**src/rtl/legv8_instr_encoder.sv**
```systemverilog
// legv8_instr_encoder
//   Turns field-level requests (op, register numbers, signed immediate) into
//   32-bit LEGv8 instruction words. The words are queued in a small FIFO and
//   streamed out with a running byte address for the instruction-memory loader.
//   Requests whose immediate does not fit the target field are still
//   handshaken. They are dropped, and the drop is reported on err_pulse and
//   err_count.
//
// Ports
//   clk, rst_n            clock; synchronous active-low reset
//   clr                   synchronous flush (err_count is kept)
//   in_valid / in_ready   request handshake
//   op, rd, rn, rm, imm   request fields (op: ADD SUB AND ORR LDUR STUR CBZ B)
//   out_valid / out_ready output handshake
//   out_word, out_addr    encoded word at FIFO head and its byte address
//   err_pulse, err_count  dropped-request pulse and saturating count
module legv8_instr_encoder #(
  parameter int          DEPTH     = 4,
  parameter logic [63:0] BASE_ADDR = 64'd0
) (
  input  logic        clk,
  input  logic        rst_n,
  input  logic        clr,
  input  logic        in_valid,
  output logic        in_ready,
  input  logic [2:0]  op,
  input  logic [4:0]  rd,
  input  logic [4:0]  rn,
  input  logic [4:0]  rm,
  input  logic [25:0] imm,
  output logic        out_valid,
  input  logic        out_ready,
  output logic [31:0] out_word,
  output logic [63:0] out_addr,
  output logic        err_pulse,
  output logic [7:0]  err_count
);

  localparam int AW = $clog2(DEPTH);
  localparam logic [AW:0]   FULL_CNT = (AW + 1)'(DEPTH);
  localparam logic [AW:0]   CNT_ONE  = (AW + 1)'(1);
  localparam logic [AW-1:0] PTR_ONE  = AW'(1);

  typedef enum logic [2:0] {
    OP_ADD  = 3'd0,
    OP_SUB  = 3'd1,
    OP_AND  = 3'd2,
    OP_ORR  = 3'd3,
    OP_LDUR = 3'd4,
    OP_STUR = 3'd5,
    OP_CBZ  = 3'd6,
    OP_B    = 3'd7
  } op_e;

  logic [31:0]   mem [DEPTH];
  logic [AW-1:0] wr_ptr, rd_ptr;
  logic [AW:0]   count;
  logic [31:0]   last_word;
  logic [31:0]   enc_word;
  logic          imm_ok;
  logic          accept, push, pop, reject;

  // Encoder and immediate range check. Fields an op does not use never reach the word.
  // NOTE: every output of a combinational block gets a default first, so no path can infer a latch.
  always_comb begin
    enc_word = '0;
    imm_ok   = 1'b1;
    case (op_e'(op))
      OP_ADD:  enc_word = {11'b10001011000, rm, 6'b0, rn, rd};
      OP_SUB:  enc_word = {11'b11001011000, rm, 6'b0, rn, rd};
      OP_AND:  enc_word = {11'b10001010000, rm, 6'b0, rn, rd};
      OP_ORR:  enc_word = {11'b10101010000, rm, 6'b0, rn, rd};
      OP_LDUR, OP_STUR: begin
        enc_word = {(op == 3'd4) ? 11'd1986 : 11'd1984, imm[8:0], 2'b00, rn, rd};
        // The value fits in 9 signed bits when every higher bit matches the sign bit.
        imm_ok   = (imm[25:8] == {18{imm[8]}});
      end
      OP_CBZ: begin
        enc_word = {8'd180, imm[18:0], rd};
        imm_ok   = (imm[25:18] == {8{imm[18]}});
      end
      OP_B:    enc_word = {6'd5, imm};
      default: enc_word = '0;
    endcase
  end

  // in_ready uses only the registered occupancy. A pop in the same cycle does
  // not free a slot until the next cycle.
  assign in_ready  = rst_n && (count != FULL_CNT);
  assign out_valid = (count != '0);
  assign accept    = in_valid && in_ready && !clr;
  assign push      = accept && imm_ok;
  assign reject    = accept && !imm_ok;
  assign pop       = out_valid && out_ready && !clr;

  // When the FIFO is empty, out_word shows the last word that left it.
  assign out_word  = out_valid ? mem[rd_ptr] : last_word;

  // NOTE: the storage array has no reset. Occupancy is tracked by count, so
  // stale entries are never visible, and leaving out the reset lets the array
  // map to plain RAM.
  always_ff @(posedge clk) begin
    if (push) mem[wr_ptr] <= enc_word;
  end

  // NOTE: sequential state uses non-blocking assignments only. Every register
  // then samples values from before the clock edge.
  always_ff @(posedge clk) begin
    if (!rst_n) begin
      wr_ptr    <= '0;
      rd_ptr    <= '0;
      count     <= '0;
      out_addr  <= BASE_ADDR;
      last_word <= '0;
      err_pulse <= 1'b0;
      err_count <= '0;
    end else if (clr) begin
      wr_ptr    <= '0;
      rd_ptr    <= '0;
      count     <= '0;
      out_addr  <= BASE_ADDR;
      err_pulse <= 1'b0;
    end else begin
      if (push) wr_ptr <= wr_ptr + PTR_ONE;
      if (pop) begin
        rd_ptr    <= rd_ptr + PTR_ONE;
        out_addr  <= out_addr + 64'd4;
        last_word <= mem[rd_ptr];
      end
      case ({push, pop})
        2'b10:   count <= count + CNT_ONE;
        2'b01:   count <= count - CNT_ONE;
        default: count <= count;
      endcase
      err_pulse <= reject;
      if (reject && (err_count != 8'hFF)) err_count <= err_count + 8'd1;
    end
  end

endmodule
```
**config.mk**
```make
export PLATFORM = sky130hd
export DESIGN_NAME = legv8_instr_encoder
export DESIGN_NICKNAME = d
export VERILOG_FILES = /design/src/rtl/legv8_instr_encoder.sv
export SDC_FILE = /design/constraint.sdc
export NUM_CORES = 1
export LEC_CHECK = 0
export BUFFER_PORTS_ARGS = -buffer_cell sky130_fd_sc_hd__buf_4
export CAP_MARGIN = 20
export CORE_MARGIN = 2
export CORE_UTILIZATION = 57
export CTS_CLUSTER_DIAMETER = 60
export DETAILED_ROUTE_END_ITERATION = 10
export GPL_ROUTABILITY_DRIVEN = 0
export PLACE_DENSITY = 0.8
export REMOVE_ABC_BUFFERS = 1
export SYNTH_ARGS = -nofsm -noshare
export SYNTH_HDL_FRONTEND = slang
export SYNTH_SLANG_ARGS = --single-unit
```
**constraint.sdc**
```tcl
create_clock -name clk -period 3.6 [get_ports clk]
set_input_delay 0.72 -clock clk [delete_from_list [all_inputs] [get_ports clk]]
set_output_delay 0.72 -clock clk [all_outputs]
set_load 0.1 [all_outputs]
```
==> results of run 1 <==
==> flip-flops by register name (all words and copies together) (netlist names), named ones only <==
signal     count
rd_ptr         2
count          3
mem          128
wr_ptr         2
last_word     32
out_addr      62
err_pulse      1
err_count      8
==> per-stage QoR <==
step | hold WS, ns | total power, mW | setup WS, ns | utilization, % | TNS, ns
6_report | 0.453 | 5.52 | 0.556 | 70.2 | 0
5_1_grt | 0.472 | 5.67 | 0.463 | 70.2 | 0
4_1_cts | 0.456 | 5.55 | 0.582 | 70.2 | 0
3_5_place_dp | 0.448 | 3.27 | 0.300 | 66.3 | 0
3_3_place_gp | 0.442 | 3.27 | 0.423 | 66.3 | 0
2_1_floorplan | 0.437 | 3.14 | -0.988 | - | -31.80
==> Yosys cell counts (14+ instances only) <==
library cell	n
sky130_fd_sc_hd__a21oi_1	51
sky130_fd_sc_hd__or3_1	14
sky130_fd_sc_hd__nor2_1	82
sky130_fd_sc_hd__inv_1	23
sky130_fd_sc_hd__mux4_2	32
sky130_fd_sc_hd__clkbuf_1	32
sky130_fd_sc_hd__xnor2_1	32
sky130_fd_sc_hd__edfxtp_1	128
sky130_fd_sc_hd__nor3_1	16
sky130_fd_sc_hd__nand4_1	26
sky130_fd_sc_hd__mux2i_1	22
sky130_fd_sc_hd__dfxtp_1	112
sky130_fd_sc_hd__o21ai_0	20
sky130_fd_sc_hd__xor2_1	25
sky130_fd_sc_hd__nand2_1	209
sky130_fd_sc_hd__nand3_1	21
==> critical path, cell delays in order (launching register included) <==
cell                       delay [ns]
sky130_fd_sc_hd__dfxtp_1         0.37
sky130_fd_sc_hd__nor3_4          0.21
sky130_fd_sc_hd__clkinv_1        0.35
sky130_fd_sc_hd__buf_4           0.39
sky130_fd_sc_hd__nand2_1         0.09
sky130_fd_sc_hd__nand2_1         0.12
sky130_fd_sc_hd__buf_4           0.26
==> report_power, final <==
part	internal (mW)	switching, mW
Combinational	0.0973	0.209
Sequential	2.90	0.00564
Clock	1.31	0.994
Total	4.31	1.21
==> worst max-delay path by stage <==
stage                  start      endpoint  slack [ns]
floorplan           count[2]   out_word[0]       -0.99
global placement     imm[18]      count[2]        0.42
detailed placement   imm[18]      count[2]        0.30
CTS                 count[2]  out_word[13]        0.58
global route        count[2]  out_word[13]        0.46
finish              count[2]  out_word[13]        0.56
==> layer usage <==
| metal | part of all wire, % | track usage [%] | vias to the layer above |
|---|---|---|---|
| met4 | 2.6 | 7.50 | 0 |
| met5 | 0 | 0 | - |
| met1 | 40 | 32.7 | 3739 |
| met2 | 50 | 42.6 | 330 |
| met3 | 8.0 | 4.14 | 55 |
| li1 | - | - | 3658 |
==> final cells by class <==
| class | count | share of cell area [%] |
|---|---|---|
| sequential | 240 | 47.9 |
| multi-input combinational | 643 | 33.1 |
| timing repair buffer | 166 | 10.3 |
| clock buffer | 35 | 5.39 |
| tap | 229 | 2.26 |
| inverter | 26 | 0.768 |
| clock inverter | 8 | 0.286 |
==> kinds of logic after synthesis <==
group / after synthesis
AND/OR/NAND/NOR: 427
flip-flops: 240
AO/OA/AOI/OAI: 83
buffers and inverters: 75
multiplexers: 66
XOR/XNOR: 57
adder cells (fa/ha/maj): 8
other: 1
==> cells in the final DEF, fill, tap and decap left out, types with 4 or more instances in the layout <==
cell                        count
sky130_fd_sc_hd__a21oi_1       51
sky130_fd_sc_hd__or3_1         14
sky130_fd_sc_hd__dfxtp_1      111
sky130_fd_sc_hd__xnor2_1       32
sky130_fd_sc_hd__nor4_2         5
sky130_fd_sc_hd__nand2_1      209
sky130_fd_sc_hd__buf_12         5
sky130_fd_sc_hd__and3_1         4
sky130_fd_sc_hd__nor2_1        82
sky130_fd_sc_hd__clkinv_2       5
sky130_fd_sc_hd__mux2_2        12
sky130_fd_sc_hd__o211a_1        4
sky130_fd_sc_hd__nand4_1       26
sky130_fd_sc_hd__ha_1           7
sky130_fd_sc_hd__edfxtp_1     128
sky130_fd_sc_hd__nor3_1        16
sky130_fd_sc_hd__inv_1         23
sky130_fd_sc_hd__clkbuf_16     25
sky130_fd_sc_hd__o21ai_0       20
sky130_fd_sc_hd__clkinv_1       5
sky130_fd_sc_hd__nor4_1        12
sky130_fd_sc_hd__and2_1         7
sky130_fd_sc_hd__mux4_2        32
sky130_fd_sc_hd__and4_1         4
sky130_fd_sc_hd__buf_4        161
sky130_fd_sc_hd__nand3_1       21
sky130_fd_sc_hd__clkbuf_1       7
sky130_fd_sc_hd__xor2_1        25
sky130_fd_sc_hd__mux2i_1       22
==> impl_metrics.csv, run 1 <==
group,metric,value,unit
run_status,status,"complete, no violations",
yosys,synth_async_sr_flop_share,0,%
yosys,synth.area.mux_share,10.2,%
hold_path,hp-class,"reg -> reg",
setup_path,ff2ff_setup_slack,0.98,ns
placement,place_inst,1304,
hold_path,whs_path_depth,2,
setup_path,worstPathMaxFanout,26,
cts,clkSlewWorstSetupHoldPaths,0.06,ns
global_route,globalRoute.totalOverflow,0,
routing,route.final.wire_length,24800,um
pwr,cellPowerDensity,435,nW/um2
setup_path,critical_path_class,"reg -> out",
global_route,globalRouteTotalUtil,24.8,%
cts,numCtsBuffers,24,
die,width_of_the_die,140,um
pwr,vdd.ir_drop.worst,384,uV
cts,post_cts_resize_count,0,
cts,clock-sinks,240,
die,die_y,140,um
hold_path,worst_hold_path.endpoint,"last_word[9]",
cts,cts_max_level,1,
final_layout,num-fill-cells,1270,
yosys,avgSynthCellArea,11.1,um2
cts,postCtsHoldBufs,0,
global_route,via_count_of_the_first_global_routing_pass,7462,
setup_path,setup.worst_path.end_class,"output port",
die,initial_core_util,58.6,%
sta,finalCritPeriodShare,84.6,%
placement,place.detailed.hpwl,16100,um
die,io_pins,156,
yosys,synthCells,957,
yosys,dominant_combinational_cell_family_by_area_after_synthesis,"simple AND/OR/NAND/NOR gates",
final_layout,signed_area_change_from_the_synthesized_netlist_to_the_final_layout,20.0,%
sta,setup_viol,0,
die,die-area,19700,um2
global_route,antenna_violations_before_repair,0,
sta,setup_repair_after_global_routing_missed_its_margin,"no",
sta,slew_violations,0,
final_layout,ff_latch_area,6090,um2
global_route,pin_count_of_the_biggest_net_entering_global_routing,52,
final_layout,instances_no_fill,1347,
sta,final-hold-violation-count,0,
sta,fmaxAchievable,0.329,GHz
setup_path,worstRegToRegCells,10,
yosys,netlist-cell-type-count,58,
setup_path,timing.critical_path.arrival,2.32,ns
job,drv.max_cap_violation_count,0,
cts,post-cts-setup-buffer-count,0,
placement,placed_area,12000,um2
yosys,seq_total_area_yosys,57.5,%
final_layout,design_area,12700,um2
pwr,leakagePower,4.61,nW
yosys,syn_area,10600,um2
sta,worst_pin_slew,0.887,ns
sta,maxSlewHeadroom,40.3,%
yosys,synth_top_cell_by_area,"sky130_fd_sc_hd__edfxtp_1",
yosys,synthXorXnorAreaFrac,4.71,%
sta,finalWorstPathRequiredPeriod,3.04,ns
yosys,synthDominantCellAreaShare,36.3,%
routing,post-route-drc-count,0,
yosys,synth_seq_cells,240,
global_route,wire_length_of_the_first_global_routing_pass,38900,um
setup_path,worstReg2RegEnd,"count[2]",
yosys,synth.top_cells.by_area,"sky130_fd_sc_hd__edfxtp_1 (36%), sky130_fd_sc_hd__dfxtp_1 (21%), sky130_fd_sc_hd__nand2_1 (7.4%)",
routing,wire_per_inst,18.4,um
placement,portBuffers,153,
cts,tritoncts,"done",
cts,clk_latency,0.51,ns
routing,route.vias.total,7782,
setup_path,critPathRequiredTime,2.88,ns
routing,vias_per_cell,5.78,
yosys,synth_edf_count,128,
routing,drt_iter0_drc,636,
yosys,ys.flop_type,"sky130_fd_sc_hd__edfxtp_1",
final_layout,multi_input_gate_area_in_the_final_layout,4200,um2
setup_path,regToRegStartpoint,"count[2]",
routing,drt-pass1-iter-count,7,
hold_path,hold_path.startpoint,"last_word[9]",
cts,cts-root-buf,"sky130_fd_sc_hd__clkbuf_16",
yosys,yosys.area_share.adder,1.02,%
setup_path,timing.critical_path.from_type,"register",
yosys,synth_warnings,0,
sta,clock-skew-final,0.00971,ns
die,core-area,18100,um2
final_layout,antenna_cells_inserted,0,
yosys,post_synthesis_compound_gate_area_fraction,4.43,%
cts,clock_tree.buffer_depth,3,
final_layout,layout.nets,1158,
die,rows,49,
yosys,yosys.area_share.simple,19.2,%
routing,final_antenna_net_count,0,
final_layout,drive_gt1_share,23.8,%
Note: power is estimated with default switching activity, not from simulation.
==> run 2, diff against run 1 <==
clock period = 3 ns   (was 3.6 ns; I/O delays follow)
==> impl_metrics.csv, run 2 (same netlist as run 1, synthesis figures left out) <==
group,metric,value,unit
pwr,combPwrFrac,5.4,%
final_layout,reg_top3,"mem: 128 flops, out_addr: 62 flops, last_word: 32 flops",
die,core-area,18100,um2
placement,placement.setup.worst_slack,-0.0994,ns
pwr,leakagePower,4.74,nW
pwr,p_total,7.03,mW
sta,clock-skew-final,0.0135,ns
sta,worst_pin_slew,0.666,ns
final_layout,layout_commonest_cell,"sky130_fd_sc_hd__nand2_1",
global_route,pin_count_of_the_biggest_net_entering_global_routing,66,
sta,fmaxAchievable,0.359,GHz
placement,place.detailed.hpwl,16200,um
final_layout,layout.nets,1173,
pwr,power.switching_fraction,21.4,%
global_route,antenna_violations_before_repair,0,
sta,final-hold-violation-count,0,
sta,slew_violations,0,
placement,portBuffers,153,
sta,setup_viol,0,
final_layout,flip_flop_count_of_the_largest_register_after_layout,128,
final_layout,antenna_cells_inserted,0,
hold_path,hp-class,"in -> reg",
final_layout,signed_area_change_from_the_synthesized_netlist_to_the_final_layout,22.3,%
global_route,wire_length_of_the_first_global_routing_pass,38800,um
global_route,via_count_of_the_first_global_routing_pass,7667,
routing,final_antenna_net_count,0,
setup_path,timing.critical_path.arrival,2.19,ns
setup_path,regToRegStartpoint,"count[2]",
setup_path,worstPathMaxFanout,15,
cts,post-cts-setup-buffer-count,0,
routing,vias_per_cell,5.73,
cts,clock-sinks,240,
routing,drt-pass1-iter-count,5,
pwr,internal_power,5.53,mW
sta,finalWorstPathRequiredPeriod,2.79,ns
setup_path,critical_path_class,"reg -> out",
cts,numCtsBuffers,26,
pwr,pwr-share-seq,49.7,%
cts,cts_max_level,1,
die,initial_core_util,58.6,%
setup_path,critPathRequiredTime,2.40,ns
setup_path,worstRegToRegCells,10,
die,rows,49,
pwr,power.share.clock,44.9,%
final_layout,drive_gt1_share,25.0,%
setup_path,setup.worst_path.end_class,"output port",
final_layout,final_cell_mix,"sky130_fd_sc_hd__nand2_1 (209), sky130_fd_sc_hd__buf_4 (173), sky130_fd_sc_hd__edfxtp_1 (128)",
routing,route.vias.total,7823,
pwr,cellPowerDensity,543,nW/um2
setup_path,worstReg2RegEnd,"count[2]",
routing,route.final.wire_length,24700,um
setup_path,timing.critical_path.from_type,"register",
final_layout,design_area,13000,um2
placement,placed_area,12100,um2
die,io_pins,156,
cts,clk_latency,0.52,ns
pwr,net-switching-power,1.50,mW
cts,clkSlewWorstSetupHoldPaths,0.06,ns
die,die-area,19700,um2
global_route,globalRoute.totalOverflow,0,
final_layout,instances_no_fill,1365,
setup_path,ff2ff_setup_slack,0.43,ns
global_route,globalRouteTotalUtil,24.7,%
cts,post_cts_resize_count,0,
setup_path,setup.worst_path.end,"out_word[16]",
sta,finalCritPeriodShare,92.9,%
final_layout,register_with_the_most_flip_flops,"mem",
sta,setup_repair_after_global_routing_missed_its_margin,"no",
pwr,vdd.ir_drop.worst,493,uV
cts,clock_tree.buffer_depth,3,
routing,drt_iter0_drc,544,
routing,post-route-drc-count,0,
run_status,status,"complete, no violations",
cts,cts-root-buf,"sky130_fd_sc_hd__clkbuf_16",
routing,wire_per_inst,18.1,um
cts,tritoncts,"done",
job,drv.max_cap_violation_count,0,
die,width_of_the_die,140,um
sta,maxSlewHeadroom,55.6,%
die,die_y,140,um
cts,postCtsHoldBufs,0,
placement,place_inst,1317,
sta,post_route_setup_slack,0.213,ns
==> run 2: layer usage <==
| metal | global-route usage [%] | share of wire (%) | vias up | routed length, um |
|---|---|---|---|---|
| met5 | 0 | 0 | - | 0 |
| met2 | 42.9 | 49 | 329 | 12200 |
| li1 | - | - | 3690 | - |
| met1 | 32.0 | 40 | 3747 | 9870 |
| met4 | 6.91 | 2.6 | 0 | 636 |
| met3 | 4.65 | 8.0 | 57 | 1970 |
==> run 2: worst min path at each step <==
stage,start,to,cells after the start
after floorplan,last_word[0],last_word[0],2
after global placement,last_word[23],last_word[23],2
after detailed placement,last_word[28],last_word[28],2
after CTS,rst_n,err_count[5],2
after global routing,rst_n,err_count[5],2
final,rst_n,err_count[5],2
==> run 2: through the flow <==
step | utilization (%) | setup TNS, ns | hold WS (ns)
finish | 71.6 | 0 | 0.394
global route | 71.6 | 0 | 0.399
CTS | 71.6 | 0 | 0.377
detailed placement | 66.9 | -0.0994 | 0.447
global placement | 66.9 | 0 | 0.441
floorplan | - | -56.24 | 0.437
==> run 2: power groups by stage <==
| stage | sequential (mW) | clock [mW] | combinational [mW] |
|---|---|---|---|
| 2_1_floorplan | 3.57 | 0 | 0.197 |
| 3_3_place_gp | 3.56 | 0 | 0.366 |
| 3_5_place_dp | 3.56 | 0 | 0.373 |
| 4_1_cts | 3.49 | 3.21 | 0.376 |
| 5_1_grt | 3.49 | 3.34 | 0.401 |
| 6_report | 3.49 | 3.16 | 0.379 |
==> run 2: worst max-delay path: stages, from the launching register on <==
cell	delay, ns
sky130_fd_sc_hd__dfxtp_1	0.66
sky130_fd_sc_hd__buf_12	0.24
sky130_fd_sc_hd__mux4_2	0.33
sky130_fd_sc_hd__nand2_1	0.08
sky130_fd_sc_hd__nand2_1	0.11
sky130_fd_sc_hd__buf_4	0.26
==> run 2: cell type report <==
| type | count | area, um2 |
|---|---|---|
| fill | 1235 | 5130 |
| inverter | 26 | 97.6 |
| multi-input combinational | 643 | 4200 |
| clock buffer | 39 | 761 |
| sequential | 240 | 6090 |
| tap | 229 | 287 |
| timing repair buffer | 179 | 1420 |
| clock inverter | 9 | 98.8 |
==> run 3, diff against run 2 <==
ABC_AREA = 1   (was default)
CORE_UTILIZATION = 60   (was 57)
CTS_BUF_LIST = sky130_fd_sc_hd__clkbuf_4 sky130_fd_sc_hd__clkbuf_8   (was default)
PLACE_DENSITY = 0.83   (was 0.8)
==> impl_metrics.csv, run 3 <==
group,metric,value,unit
setup_path,regToRegStartpoint,"out_addr[3]",
setup_path,timing.critical_path.arrival,2.27,ns
yosys,synth_warnings,0,
routing,drt_iter0_drc,1274,
final_layout,register_with_the_most_flip_flops,"mem",
final_layout,antenna_cells_inserted,0,
die,initial_core_util,60.7,%
pwr,net-switching-power,1.62,mW
job,drv.max_cap_violation_count,0,
pwr,cellPowerDensity,478,nW/um2
sta,setup-tns-final,0,ns
sta,setup_repair_after_global_routing_missed_its_margin,"no",
final_layout,reg_top3,"mem: 128 flops, out_addr: 62 flops, last_word: 32 flops",
die,width_of_the_die,144,um
cts,numCtsBuffers,39,
setup_path,timing.critical_path.mode_cell,"sky130_fd_sc_hd__buf_4",
sta,maxSlewHeadroom,45.9,%
yosys,synth_top_cell_by_area,"sky130_fd_sc_hd__edfxtp_1",
pwr,combPwrFrac,6.3,%
cts,tritoncts,"done",
sta,slew_violations,0,
placement,portBuffers,153,
setup_path,critical_path.top_delay_family,"buffers and inverters",
cts,clock-sinks,240,
yosys,avgSynthCellArea,8.06,um2
sta,post_route_setup_slack,0.128,ns
setup_path,crit_path_max_incr_delay,0.34,ns
setup_path,critical_path_class,"reg -> out",
cts,post-cts-setup-buffer-count,0,
final_layout,layout_commonest_cell,"sky130_fd_sc_hd__nand2_1",
routing,wire_per_inst,16.7,um
yosys,synth_edf_count,128,
setup_path,setup.worst_path.end_class,"output port",
yosys,synthDominantCellAreaShare,32.9,%
cts,clock_tree.buffer_depth,3,
routing,post-route-drc-count,0,
pwr,leakagePower,5.23,nW
routing,drt-pass1-iter-count,7,
setup_path,cp_slowest_cell,"sky130_fd_sc_hd__dfxtp_2",
global_route,globalRouteTotalUtil,30.7,%
setup_path,cp_cell_sequence,"buf_4 > o21ai_0 > o22ai_1 > inv_1 > a21oi_1 > buf_4",
die,die_y,144,um
routing,final_antenna_net_count,0,
die,core-area,19300,um2
placement,placement.setup.worst_slack,0.223,ns
yosys,yosys.cell_count.top_type,"sky130_fd_sc_hd__nand2_1",
final_layout,signed_area_change_from_the_synthesized_netlist_to_the_final_layout,19.2,%
sta,finalWorstPathRequiredPeriod,2.87,ns
setup_path,critPathRequiredTime,2.40,ns
pwr,vdd.ir_drop.worst,495,uV
cts,clk_latency,0.54,ns
global_route,globalRoute.totalOverflow,0,
placement,place.detailed.hpwl,22300,um
yosys,netlist-cell-type-count,47,
cts,cts-root-buf,"sky130_fd_sc_hd__clkbuf_8",
setup_path,worstPathMaxFanout,33,
sta,hold_ws,0.340,ns
hold_path,hp-class,"in -> reg",
global_route,antenna_violations_before_repair,0,
routing,route.vias.total,10900,
pwr,power.share.clock,41.2,%
die,die-area,20600,um2
setup_path,worstReg2RegEnd,"out_addr[30]",
sta,setup_viol,0,
pwr,internal_power,5.04,mW
setup_path,worstRegToRegCells,10,
setup_path,ff2ff_setup_slack,0.59,ns
global_route,via_count_of_the_first_global_routing_pass,10100,
run_status,status,"complete, no violations",
final_layout,drive_gt1_share,16.9,%
routing,route.final.wire_length,31800,um
sta,worst_pin_slew,0.802,ns
sta,clock-skew-final,0.0175,ns
cts,clkSlewWorstSetupHoldPaths,0.06,ns
sta,finalCritPeriodShare,95.7,%
sta,fmaxAchievable,0.348,GHz
yosys,synth_async_sr_flop_share,0,%
final_layout,layout.nets,1669,
hold_path,whs_path_depth,1,
pwr,pwr-share-seq,52.5,%
routing,vias_per_cell,5.69,
yosys,synth_common_cells,"sky130_fd_sc_hd__nand2_1 (319), sky130_fd_sc_hd__nor2_1 (234), sky130_fd_sc_hd__o21ai_0 (137)",
yosys,synthCells,1450,
yosys,synth.top_cells.by_area,"sky130_fd_sc_hd__edfxtp_1 (33%), sky130_fd_sc_hd__dfxtp_1 (19%), sky130_fd_sc_hd__nand2_1 (10%)",
sta,final-hold-violation-count,0,
yosys,seq_total_area_yosys,52.1,%
yosys,ys.flop_type,"sky130_fd_sc_hd__edfxtp_1",
final_layout,flip_flop_count_of_the_largest_register_after_layout,128,
setup_path,crit_buf_inv,3,
hold_path,hold_path.startpoint,"op[2]",
hold_path,worst_hold_path.endpoint,"mem[0][28]",
global_route,wire_length_of_the_first_global_routing_pass,50000,um
die,rows,51,
pwr,power.switching_fraction,24.3,%
final_layout,final_cell_mix,"sky130_fd_sc_hd__nand2_1 (319), sky130_fd_sc_hd__nor2_1 (230), sky130_fd_sc_hd__buf_4 (175)",
setup_path,timing.critical_path.from_type,"register",
yosys,syn_area,11700,um2
global_route,pin_count_of_the_biggest_net_entering_global_routing,74,
cts,cts_max_level,2,
die,io_pins,156,
yosys,synth_seq_cells,240,
==> run 3: changes by cell type after synthesis, moves of 23 or more <==
cell / previous run / this run
sky130_fd_sc_hd__o22ai_1: 1 / 38
sky130_fd_sc_hd__inv_1: 23 / 125
sky130_fd_sc_hd__nand3_1: 21 / 44
sky130_fd_sc_hd__mux4_2: 32 / 0
sky130_fd_sc_hd__nor2_1: 82 / 234
sky130_fd_sc_hd__nand2_1: 209 / 319
sky130_fd_sc_hd__a21oi_1: 51 / 117
sky130_fd_sc_hd__o21ai_0: 20 / 137
==> run 3: power groups by stage <==
stage | combinational (mW) | clock [mW] | sequential (mW)
after global routing | 0.449 | 2.93 | 3.49
after CTS | 0.414 | 2.78 | 3.49
after global placement | 0.404 | 0 | 3.56
final | 0.420 | 2.74 | 3.49
after floorplan | 0.243 | 0 | 3.57
after detailed placement | 0.413 | 0 | 3.57
==> run 3: worst reg2reg max path: cells and delay by family (launching register included) <==
family          cells  cell delay, ns
compound gates      1            0.09
simple gates        6            1.17
fa+ha+maj           1            0.31
flops               1            0.43
buf+inv             2            0.30
==> run 3: logic make-up after synthesis <==
| group | Yosys count | share of synthesized area, % |
|---|---|---|
| other | 1 | 0.0321 |
| AND/OR/NAND/NOR | 663 | 23.8 |
| flip-flops | 240 | 52.1 |
| adder cells (fa/ha/maj) | 8 | 0.920 |
| buffers and inverters | 191 | 6.40 |
| XOR/XNOR | 30 | 2.25 |
| AO/OA/AOI/OAI | 317 | 14.5 |
==> run 3: layout make-up <==
class | count | area, um2
well taps | 265 | 332
flip-flops and latches | 240 | 6090
fillers | 1485 | 5340
inverters | 132 | 497
clock buffers | 50 | 651
multi-input cells | 1020 | 4880
repair buffers | 179 | 1390
clock inverters | 21 | 109
==> run 3: per-stage QoR <==
stage | std cells | power [mW] | instance area [um2] | util, %
floorplan | 1392 | 3.81 | 11400 | -
global placement | 1836 | 3.97 | 13200 | 68.3
detailed placement | 1836 | 3.98 | 13200 | 68.3
CTS | 1907 | 6.69 | 13900 | 72.3
global route | 1907 | 6.87 | 13900 | 72.3
finish | 1907 | 6.66 | 13900 | 72.3
==> run 3: what timing repair did <==
| action | in CTS | in global routing |
|---|---|---|
| resized for setup | 0 | 3 |
| hold buffers | 0 | 0 |
| setup endpoints to repair | 0 | 5 |
==> run 3: worst max path at each step <==
stage / to / cells after the start / from
floorplan: out_word[0] / 3 / count[1]
global placement: count[2] / 15 / op[2]
detailed placement: count[2] / 15 / op[2]
CTS: out_word[23] / 7 / register
global route: out_word[23] / 7 / register
finish: out_word[4] / 6 / register
==> run 3: routing by layer <==
metal  global-route usage (%)  share of wire, %  up-vias
met4                     9.80               2.6        0
met3                     6.93               9.6       86
met2                     50.5                47      573
li1                         -                 -     5169
met1                     40.8                41     5032
met5                        0                 0        -
